===== config.mk =====
export PLATFORM = sky130hd
export DESIGN_NAME = mod_n_updown_counter
export DESIGN_NICKNAME = d
export VERILOG_FILES = /design/src/rtl/mod_n_updown_counter_pkg.sv /design/src/rtl/mod_n_updown_counter_step_edge_detect.sv /design/src/rtl/mod_n_updown_counter.sv
export SDC_FILE = /design/constraint.sdc
export NUM_CORES = 1
export LEC_CHECK = 0
export BUFFER_PORTS_ARGS = -buffer_cell sky130_fd_sc_hd__buf_4
export CORE_UTILIZATION = 35
export CTS_BUF_LIST = sky130_fd_sc_hd__clkbuf_8
export DETAILED_ROUTE_END_ITERATION = 6
export GPL_TIMING_DRIVEN = 0
export PLACE_DENSITY = 0.67
export SLEW_MARGIN = 20
export SYNTH_ARGS = -nofsm -noshare
export SYNTH_HDL_FRONTEND = slang
export SYNTH_SLANG_ARGS = --single-unit

===== constraint.sdc =====
create_clock -name clk -period 1.84 [get_ports clk]
set_input_delay 0.368 -clock clk [delete_from_list [all_inputs] [get_ports clk]]
set_output_delay 0.368 -clock clk [all_outputs]
set_load 0.01 [all_outputs]

===== src/rtl/mod_n_updown_counter_pkg.sv =====
// rtl/mod_n_updown_counter_pkg.sv - shared counter constants and width helper
package mod_n_updown_counter_pkg;

  localparam int MODE_WRAP = 0;
  localparam int MODE_SAT = 0 + 1;

  // Decade counter defaults
  localparam int DEF_WIDTH = 4;
  localparam int DEF_MODULUS = 10;

  function automatic int min_width(input int modulus);
    int w;
    w = 1;
    while ((1 << w) < modulus) w++;
    return w;
  endfunction

endpackage


===== src/rtl/mod_n_updown_counter_step_edge_detect.sv =====
// rtl/mod_n_updown_counter_step_edge_detect.sv - rising-edge pulse on a synchronous strobe
// History resets to 1 so a strobe held high through reset does not produce an edge.
module step_edge_detect (
  input  logic clk,
  input  logic rst,
  input  logic step,
  output logic step_edge
);

  logic step_q;

  always_ff @(posedge clk) begin
    if (rst) step_q <= 1'b1;
    else     step_q <= step;
  end

  assign step_edge = step & ~step_q;

endmodule


===== src/rtl/mod_n_updown_counter.sv =====
// rtl/mod_n_updown_counter.sv - modulo-N up/down counter with load, wrap/saturate and sticky flags
import mod_n_updown_counter_pkg::*;

module mod_n_updown_counter #(
  parameter int WIDTH    = DEF_WIDTH,
  parameter int MODULUS  = DEF_MODULUS,
  parameter int SATURATE = MODE_WRAP
) (
  input  logic             clk,
  input  logic             rst,
  input  logic             en,
  input  logic             step,
  input  logic             up,
  input  logic             load,
  input  logic [WIDTH-1:0] load_val,
  input  logic             clr_flags,
  output logic [WIDTH-1:0] count,
  output logic             tc,
  output logic             wrap,
  output logic             ovf,
  output logic             unf,
  output logic             load_err
);

  if (MODULUS < 2 || MODULUS > (2 ** WIDTH)) begin : g_bad_modulus
    $error("mod_n_updown_counter: MODULUS %0d out of range for WIDTH %0d", MODULUS, WIDTH);
  end

  // Compared in WIDTH bits so MODULUS == 2^WIDTH never overflows the constant
  localparam logic [WIDTH-1:0] MAX_CNT = WIDTH'(MODULUS - 1);
  localparam logic [WIDTH-1:0] ZERO = '0;
  localparam logic [WIDTH-1:0] ONE = WIDTH'(1);

  logic step_edge;

  step_edge_detect u_edge (
    .clk       (clk),
    .rst       (rst),
    .step      (step),
    .step_edge (step_edge)
  );

  always_ff @(posedge clk) begin
    if (rst) begin
      count    <= ZERO;
      wrap     <= 1'b0;
      ovf      <= 1'b0;
      unf      <= 1'b0;
      load_err <= 1'b0;
    end else begin
      wrap <= 1'b0;
      // Clear first so a same-cycle set below takes precedence
      if (clr_flags) begin
        ovf      <= 1'b0;
        unf      <= 1'b0;
        load_err <= 1'b0;
      end
      if (load) begin
        if (load_val > MAX_CNT) begin
          count    <= MAX_CNT;
          load_err <= 1'b1;
        end else begin
          count <= load_val;
        end
      end else if (en && step_edge) begin
        if (up) begin
          if (count == MAX_CNT) begin
            ovf <= 1'b1;
            if (SATURATE == MODE_WRAP) begin
              count <= ZERO;
              wrap  <= 1'b1;
            end
          end else begin
            count <= count + ONE;
          end
        end else begin
          if (count == ZERO) begin
            unf <= 1'b1;
            if (SATURATE == MODE_WRAP) begin
              count <= MAX_CNT;
              wrap  <= 1'b1;
            end
          end else begin
            count <= count - ONE;
          end
        end
      end
    end
  end

  assign tc = up ? (count == MAX_CNT) : (count == ZERO);

endmodule


==> results of run 1 <==
cell families (layout without fill, tap and decap cells):
kind of cell | after synthesis | in the layout | share of synthesized area
compound gates | 20 | 20 | 0.216
xor+xnor | 3 | 3 | 0.0441
buf+inv | 7 | 28 | 0.122
flops | 9 | 9 | 0.303
simple gates | 27 | 27 | 0.315
worst register-to-register path, stage by stage (launching register included):
cell and delay (ns):
dfxtp_1 0.33, buf_6 0.15, nor4_4 0.27, a31oi_1 0.07, or4_1 0.39, a31oi_1 0.16
power groups by stage:
stage	combinational (mW)	sequential (mW)	clock, mW
6_report	0.113	0.210	0.231
3_3_place_gp	0.111	0.214	0
3_5_place_dp	0.113	0.214	0
4_1_cts	0.114	0.211	0.233
2_1_floorplan	0.0708	0.216	0
5_1_grt	0.124	0.211	0.239
layout by cell type (no fill, tap or decap), drive strengths merged, types with 3 or more instances in the layout:
cell type and n:
a21oi 7, o21ai 3, buf 21, nand3b 4
dfxtp 9, nand2 3, nor2 4, nand2b 3
clkbuf 5
worst paths after layout:
| kind | startpoint | to | slack (ns) | cells past startpoint |
|---|---|---|---|---|
| worst max-delay path | count[0] | tc | 0.12 | 5 |
| worst min-delay path | step | u_edge.step_q | 0.34 | 2 |
| worst max register to register | count[1] | count[3] | 0.40 | 5 |
| worst min register to register | ovf | ovf | 0.47 | 2 |
cell type report:
cell class / count / area share
multi-input cells: 50 / 0.435
flip-flops and latches: 9 / 0.229
repair buffers: 17 / 0.162
plain buffers: 6 / 0.0873
clock buffers: 3 / 0.0524
well taps: 16 / 0.0254
clock inverters: 1 / 0.00476
inverters: 1 / 0.00476
Yosys cell counts, drive strengths merged, types with 2 or more instances:
library cell and instances:
nand2b 3, nand3b 4, dfxtp 9, clkbuf 2
a21oi 7, buf 4, nand2 3, nor4 2
nor2b 2, o31ai 2, nor2 4, o21ai 3
a31oi 2, nor3 2, xnor2 2
stage by stage:
step	hold WS, ns	area [um2]	total power [mW]	util
4_1_cts	0.336	788	0.557	0.511
5_1_grt	0.345	788	0.575	0.511
3_3_place_gp	0.461	743	0.325	0.482
2_1_floorplan	0.475	596	0.287	-
3_5_place_dp	0.467	743	0.327	0.482
6_report	0.335	788	0.554	0.511
registers in the layout, indices dropped and copies added (netlist names):
register,count
count,4
load_err,1
ovf,1
u_edge.step_q,1
unf,1
wrap,1
per-layer routing:
layer	part of all wire	global-route usage	vias up	routed length [um]
met5	0	0	-	0
met4	0.025	0.0909	0	32
met2	0.45	0.218	20	576
met3	0.054	0.0383	5	69
li1	-	-	283	-
met1	0.47	0.210	259	596
==> flow_metrics.env, run 1 <==
export IMPL_outcome="finished clean"
export IMPL_postCtsSetupBuffers=0
export IMPL_finalNonFillerCells=103
export IMPL_hpwl_um=916
export IMPL_pwr_share_seq=0.380
export IMPL_dp_cells=99
export IMPL_ant_nets=0
export IMPL_num_vias=567
export IMPL_drive_above_1_share=0.368
export IMPL_fmax_mhz=580
export IMPL_cts_buffer_depth=2
export IMPL_drt_iter0_drc=8
export IMPL_ctsHoldBuffers=0
export IMPL_setup_slack_ns=0.116
export IMPL_worst_path_max_fanout=10
export IMPL_regArea_um2=180
export IMPL_synthCells=66
export IMPL_cp_arrival_ns=1.36
export IMPL_ctsRootBufferMaster="clkbuf_8"
export IMPL_synth_cell_types=33
export IMPL_hold_viol=0
export IMPL_cellPowerDensity_mw_per_mm2=703
export IMPL_drv_cap=0
export IMPL_drc=0
export IMPL_post_place_ws_ns=0.335
export IMPL_yosysSeqAreaShare=0.303
export IMPL_rsz0062_at_grt="false"
export IMPL_fillCellCount=154
export IMPL_start_util=0.386
export IMPL_syn_area_per_cell_um2=9.02
export IMPL_criticalPathCategory="reg -> out"
export IMPL_fin_nets=99
export IMPL_grt_overflow_total=0
export IMPL_comb_power_share=0.204
export IMPL_critPathMostFrequentCell="nor3_1"
export IMPL_grt_max_degree=11
export IMPL_vias_per_cell=5.50
export IMPL_worst_pin_slew_ns=0.329
export IMPL_cp_cell_sequence="buf_6 > nor3_1 > nor2_1 > nor3_1 > buf_4"
export IMPL_slowest_delay_ns=0.31
export IMPL_crit_required_ns=1.47
export IMPL_yosys_area_top_type_share=0.303
export IMPL_cts_htree_levels=1
export IMPL_grt_pass1_vias=482
export IMPL_power_share_switching=0.258
export IMPL_clk_latency_ns=0.24
export IMPL_routabilityCongestion=0.717
export IMPL_firstDrtPassIters=4
export IMPL_grt_pass1_wl_um=2130
export IMPL_synthFlopType="dfxtp_1"
export IMPL_ioPinCount=20
export IMPL_switching_power_uw=143
export IMPL_p_clk_frac=0.416
export IMPL_synth_edf_count=0
export IMPL_chipHeight_um=43.3
export IMPL_finalMaxSlewViolations=0
export IMPL_die_area_mm2=0.00187
export IMPL_fin_crit_sh=0.937
export IMPL_detail_route_wirelength_um=1270
export IMPL_placement_rows=14
export IMPL_setup_viol=0
export IMPL_period_minus_slack_ns=1.72
export IMPL_cts_made_buffers=3
export IMPL_track_usage=0.155
export IMPL_multi_input_area_um2=343
export IMPL_p_leak_nw=0.326
export IMPL_path_clk_slew_ns=0.05
export IMPL_core_area_mm2=0.00154
export IMPL_slew_headroom=0.779
export IMPL_die_w_um=43.3
export IMPL_peakVddDrop_mv=0.390
export IMPL_synth_nets=77
export IMPL_critPathBufInv=2
export IMPL_wire_per_inst_um=12.4
export IMPL_tns_ns=0
export IMPL_p_int_uw=411
export IMPL_numPortBuffers=17
export IMPL_critPathTopFamily="simple AND/OR/NAND/NOR gates"
export IMPL_cts_sinks=9
export IMPL_antennaDiodeCount=0
export IMPL_critPathLaunchType="flop"
export IMPL_antenna_found_initial=0
export IMPL_cts_tree="yes"
export IMPL_syn_area_um2=596
export IMPL_slowest_stage="dfxtp_1"
export IMPL_synthTopCellsByArea="dfxtp_1 (30%), a21oi_1 (5.9%), buf_6 (5.7%), clkbuf_8 (4.6%), nand3b_1 (3.8%)"
export IMPL_synth_seq_cells=9
export IMPL_clock_skew_ns=0.000761
export IMPL_hp_class="in -> reg"
export IMPL_syn_to_final_growth_pct=32.4
export IMPL_cp_end_kind="output pin"
export IMPL_ys_warn_count=0
export IMPL_cts_resized=0
export IMPL_async_flop_share=0
export IMPL_synth_largest_area_cell="dfxtp_1"
(Power assumes the default switching activity.)
==> inputs of run 2 (changes only) <==
- CORE_ASPECT_RATIO: default -> 1.1
- PLACE_DENSITY: 0.67 -> default
- PLACE_DENSITY_LB_ADDON: default -> 0.08
==> flow_metrics.env, run 2 (same netlist as run 1, synthesis figures left out) <==
export IMPL_peakVddDrop_mv=0.466
export IMPL_cts_buffer_depth=2
export IMPL_vias_per_cell=5.35
export IMPL_ant_nets=0
export IMPL_p_clk_frac=0.411
export IMPL_critPathLaunchType="flop"
export IMPL_hp_class="in -> reg"
export IMPL_top_register="count"
export IMPL_final_common_cell="buf_4"
export IMPL_criticalPathCategory="reg -> out"
export IMPL_clk_latency_ns=0.23
export IMPL_ctsHoldBuffers=0
export IMPL_pwr_share_seq=0.383
export IMPL_final_cell_mix="buf_4 (18), dfxtp_1 (9), a21oi_1 (7)"
export IMPL_slew_headroom=0.778
export IMPL_routabilityCongestion=0.701
export IMPL_switching_power_uw=138
export IMPL_worst_path_max_fanout=10
export IMPL_cp_end_kind="output pin"
export IMPL_fin_nets=99
export IMPL_grt_overflow_total=0
export IMPL_cts_resized=0
export IMPL_period_minus_slack_ns=1.71
export IMPL_postCtsSetupBuffers=0
export IMPL_path_clk_slew_ns=0.05
export IMPL_fmax_mhz=585
export IMPL_antennaDiodeCount=0
export IMPL_cp_arrival_ns=1.34
export IMPL_cellPowerDensity_mw_per_mm2=696
export IMPL_largest_reg_flops=4
export IMPL_syn_to_final_growth_pct=32.6
export IMPL_finalMaxSlewViolations=0
export IMPL_comb_power_share=0.206
export IMPL_hpwl_um=949
export IMPL_p_leak_nw=0.326
export IMPL_detail_route_wirelength_um=1280
export IMPL_drive_above_1_share=0.368
export IMPL_start_util=0.378
export IMPL_ioPinCount=20
export IMPL_cts_made_buffers=3
export IMPL_grt_pass1_wl_um=1990
export IMPL_drc=0
export IMPL_drt_iter0_drc=9
export IMPL_clock_skew_ns=0.00107
export IMPL_num_vias=556
export IMPL_hold_viol=0
export IMPL_ctsRootBufferMaster="clkbuf_8"
export IMPL_placement_rows=15
export IMPL_total_power_uw=549
export IMPL_cts_tree="yes"
export IMPL_rsz0062_at_grt="false"
export IMPL_chipHeight_um=45.3
export IMPL_fin_crit_sh=0.930
export IMPL_p_int_uw=411
export IMPL_antenna_found_initial=0
export IMPL_worst_pin_slew_ns=0.330
export IMPL_numPortBuffers=17
export IMPL_setup_viol=0
export IMPL_cts_sinks=9
export IMPL_die_area_mm2=0.00187
export IMPL_wire_per_inst_um=12.3
export IMPL_drv_cap=0
export IMPL_crit_required_ns=1.47
export IMPL_grt_pass1_vias=465
export IMPL_tns_ns=0
export IMPL_cts_htree_levels=1
export IMPL_die_w_um=41.3
export IMPL_reg2reg_slack_ns=0.40
export IMPL_outcome="finished clean"
export IMPL_core_area_mm2=0.00158
export IMPL_grt_max_degree=11
export IMPL_power_share_switching=0.252
export IMPL_track_usage=0.161
export IMPL_firstDrtPassIters=4
export IMPL_fillCellCount=167
==> run 2: cell counts in the layout (fill, tap and decap cells not counted) <==
Identical to the previous run, type by type.
==> run 2: through the flow <==
step                 util  std cells  area, um2  hold WS, ns  worst slack [ns]
floorplan               -         66        596        0.475             0.430
global placement    0.472        100        744        0.461             0.344
detailed placement  0.472        100        744        0.468             0.339
CTS                 0.501        104        790        0.336             0.121
global route        0.501        104        790        0.337           0.00381
finish              0.501        104        790        0.336             0.129
==> run 2: worst paths after layout <==
kind / from / endpoint / depth (start not counted)
max: count[0] / tc / 5
min: step / u_edge.step_q / 2
min reg2reg: ovf / ovf / 2
max reg2reg: count[0] / count[3] / 5
==> run 2: power by group through the flow <==
stage	logic [mW]	clock network, mW	registers (mW)
after detailed placement	0.114	0	0.214
after global placement	0.113	0	0.214
after CTS	0.114	0.229	0.211
final	0.113	0.226	0.210
after global routing	0.124	0.242	0.211
after floorplan	0.0708	0	0.216
==> run 2: critical path: stages (launching register included) <==
cell and delay [ns]:
dfxtp_1 0.31, buf_6 0.14, nor3_1 0.23, nor2_1 0.08, nor3_1 0.18, buf_4 0.16
==> run 2: layout make-up <==
class | count | area [um2] | share of cell area
plain buffers | 6 | 68.8 | 0.0872
repair buffers | 17 | 128 | 0.162
inverters | 1 | 3.75 | 0.00475
flip-flops and latches | 9 | 180 | 0.228
clock buffers | 3 | 41.3 | 0.0523
clock inverters | 1 | 3.75 | 0.00475
multi-input cells | 50 | 343 | 0.434
well taps | 17 | 21.3 | 0.0269
==> run 2: metal layers <==
metal / track usage / vias to the layer above / routed length [um]
li1: - / 284 / -
met1: 0.223 / 249 / 613
met2: 0.225 / 18 / 578
met3: 0.0296 / 5 / 52
met4: 0.0968 / 0 / 31
met5: 0 / - / 0
==> inputs of run 3 (changes only) <==
- CELL_PAD_IN_SITES_DETAIL_PLACEMENT: default -> 1
- CELL_PAD_IN_SITES_GLOBAL_PLACEMENT: default -> 2
- CORE_UTILIZATION: 35 -> 29
==> flow_metrics.env, run 3 (same netlist as run 1, synthesis figures left out) <==
export IMPL_hold_viol=0
export IMPL_cts_tree="yes"
export IMPL_fin_crit_sh=0.928
export IMPL_period_minus_slack_ns=1.71
export IMPL_drc=0
export IMPL_num_vias=569
export IMPL_p_leak_nw=0.328
export IMPL_worst_path_max_fanout=10
export IMPL_top_register="count"
export IMPL_rsz0062_at_grt="false"
export IMPL_path_clk_slew_ns=0.05
export IMPL_antennaDiodeCount=0
export IMPL_chipHeight_um=49.5
export IMPL_fmax_mhz=586
export IMPL_grt_pass1_vias=559
export IMPL_drive_above_1_share=0.379
export IMPL_worst_pin_slew_ns=0.366
export IMPL_start_util=0.320
export IMPL_grt_max_degree=11
export IMPL_cp_end_kind="output pin"
export IMPL_ctsRootBufferMaster="clkbuf_8"
export IMPL_cts_sinks=9
export IMPL_crit_required_ns=1.47
export IMPL_ant_nets=0
export IMPL_ctsHoldBuffers=0
export IMPL_ioPinCount=20
export IMPL_setup_slack_ns=0.133
export IMPL_clock_skew_ns=0.00446
export IMPL_vias_per_cell=4.99
export IMPL_slew_headroom=0.754
export IMPL_cellPowerDensity_mw_per_mm2=696
export IMPL_track_usage=0.150
export IMPL_final_cell_mix="buf_4 (18), dfxtp_1 (9), a21oi_1 (7)"
export IMPL_cp_arrival_ns=1.34
export IMPL_critPathLaunchType="flop"
export IMPL_cts_buffer_depth=2
export IMPL_core_area_mm2=0.00186
export IMPL_criticalPathCategory="reg -> out"
export IMPL_peakVddDrop_mv=0.403
export IMPL_finalMaxSlewViolations=0
export IMPL_drt_iter0_drc=5
export IMPL_die_w_um=45.2
export IMPL_detail_route_wirelength_um=1500
export IMPL_syn_to_final_growth_pct=35.5
export IMPL_cts_made_buffers=3
export IMPL_final_common_cell="buf_4"
export IMPL_grt_pass1_wl_um=2480
export IMPL_fin_nets=99
export IMPL_placement_rows=16
export IMPL_largest_reg_flops=4
export IMPL_outcome="finished clean"
export IMPL_numPortBuffers=17
export IMPL_drv_cap=0
export IMPL_hpwl_um=1100
export IMPL_hp_class="in -> reg"
export IMPL_tns_ns=0
export IMPL_antenna_found_initial=0
export IMPL_clk_latency_ns=0.24
export IMPL_post_place_ws_ns=0.324
export IMPL_die_area_mm2=0.00224
export IMPL_routabilityCongestion=0.641
export IMPL_firstDrtPassIters=4
export IMPL_wire_per_inst_um=13.2
export IMPL_cts_htree_levels=1
export IMPL_grt_overflow_total=0
export IMPL_setup_viol=0
run 3: through the flow:
step / instances / utilization / instance area (um2) / hold WS (ns) / total power [mW]
after floorplan: 66 / - / 596 / 0.475 / 0.287
after global placement: 110 / 0.407 / 757 / 0.462 / 0.328
after detailed placement: 110 / 0.407 / 757 / 0.469 / 0.330
after CTS: 114 / 0.431 / 802 / 0.339 / 0.562
after global routing: 114 / 0.433 / 807 / 0.350 / 0.584
final: 114 / 0.433 / 807 / 0.337 / 0.561
run 3: repair_timing:
item | CTS | global route
endpoints found under the setup margin | 0 | 1
buffers inserted | 0 | 0
resized for setup | 0 | 1
run 3: final timing paths:
| path | startpoint | end | slack, ns | depth (start not counted) |
|---|---|---|---|---|
| setup / recovery | count[0] | tc | 0.13 | 5 |
| hold / removal | step | u_edge.step_q | 0.34 | 2 |
| setup reg to reg | count[0] | count[3] | 0.36 | 5 |
| hold reg to reg | ovf | ovf | 0.47 | 2 |
run 3: report_power, final:
group / total (mW) / internal (mW) / leakage [nW] / switching (mW)
sequential: 0.210 / 0.203 / 0.0737 / 0.00735
combinational: 0.116 / 0.0626 / 0.228 / 0.0537
clock: 0.235 / 0.146 / 0.0269 / 0.0885
total: 0.561 / 0.412 / 0.328 / 0.150
run 3: cell type report:
class,count,area [um2]
sequential,9,180
timing repair buffer,17,128
clock inverter,1,3.75
inverter,1,3.75
tap,27,33.8
fill,237,1050
buffer,6,68.8
multi-input combinational,50,348
clock buffer,3,41.3
run 3: routing by layer:
| layer | share of wire | GRT usage |
|---|---|---|
| met4 | 0.0087 | 0.0455 |
| met2 | 0.45 | 0.225 |
| met5 | 0 | 0 |
| met1 | 0.50 | 0.200 |
| met3 | 0.041 | 0.0476 |
run 3: critical path, stage by stage (launching register included):
cell	delay, ns
dfxtp_1	0.35
buf_6	0.16
and3_2	0.20
nor2_1	0.04
nor3_1	0.18
buf_4	0.16
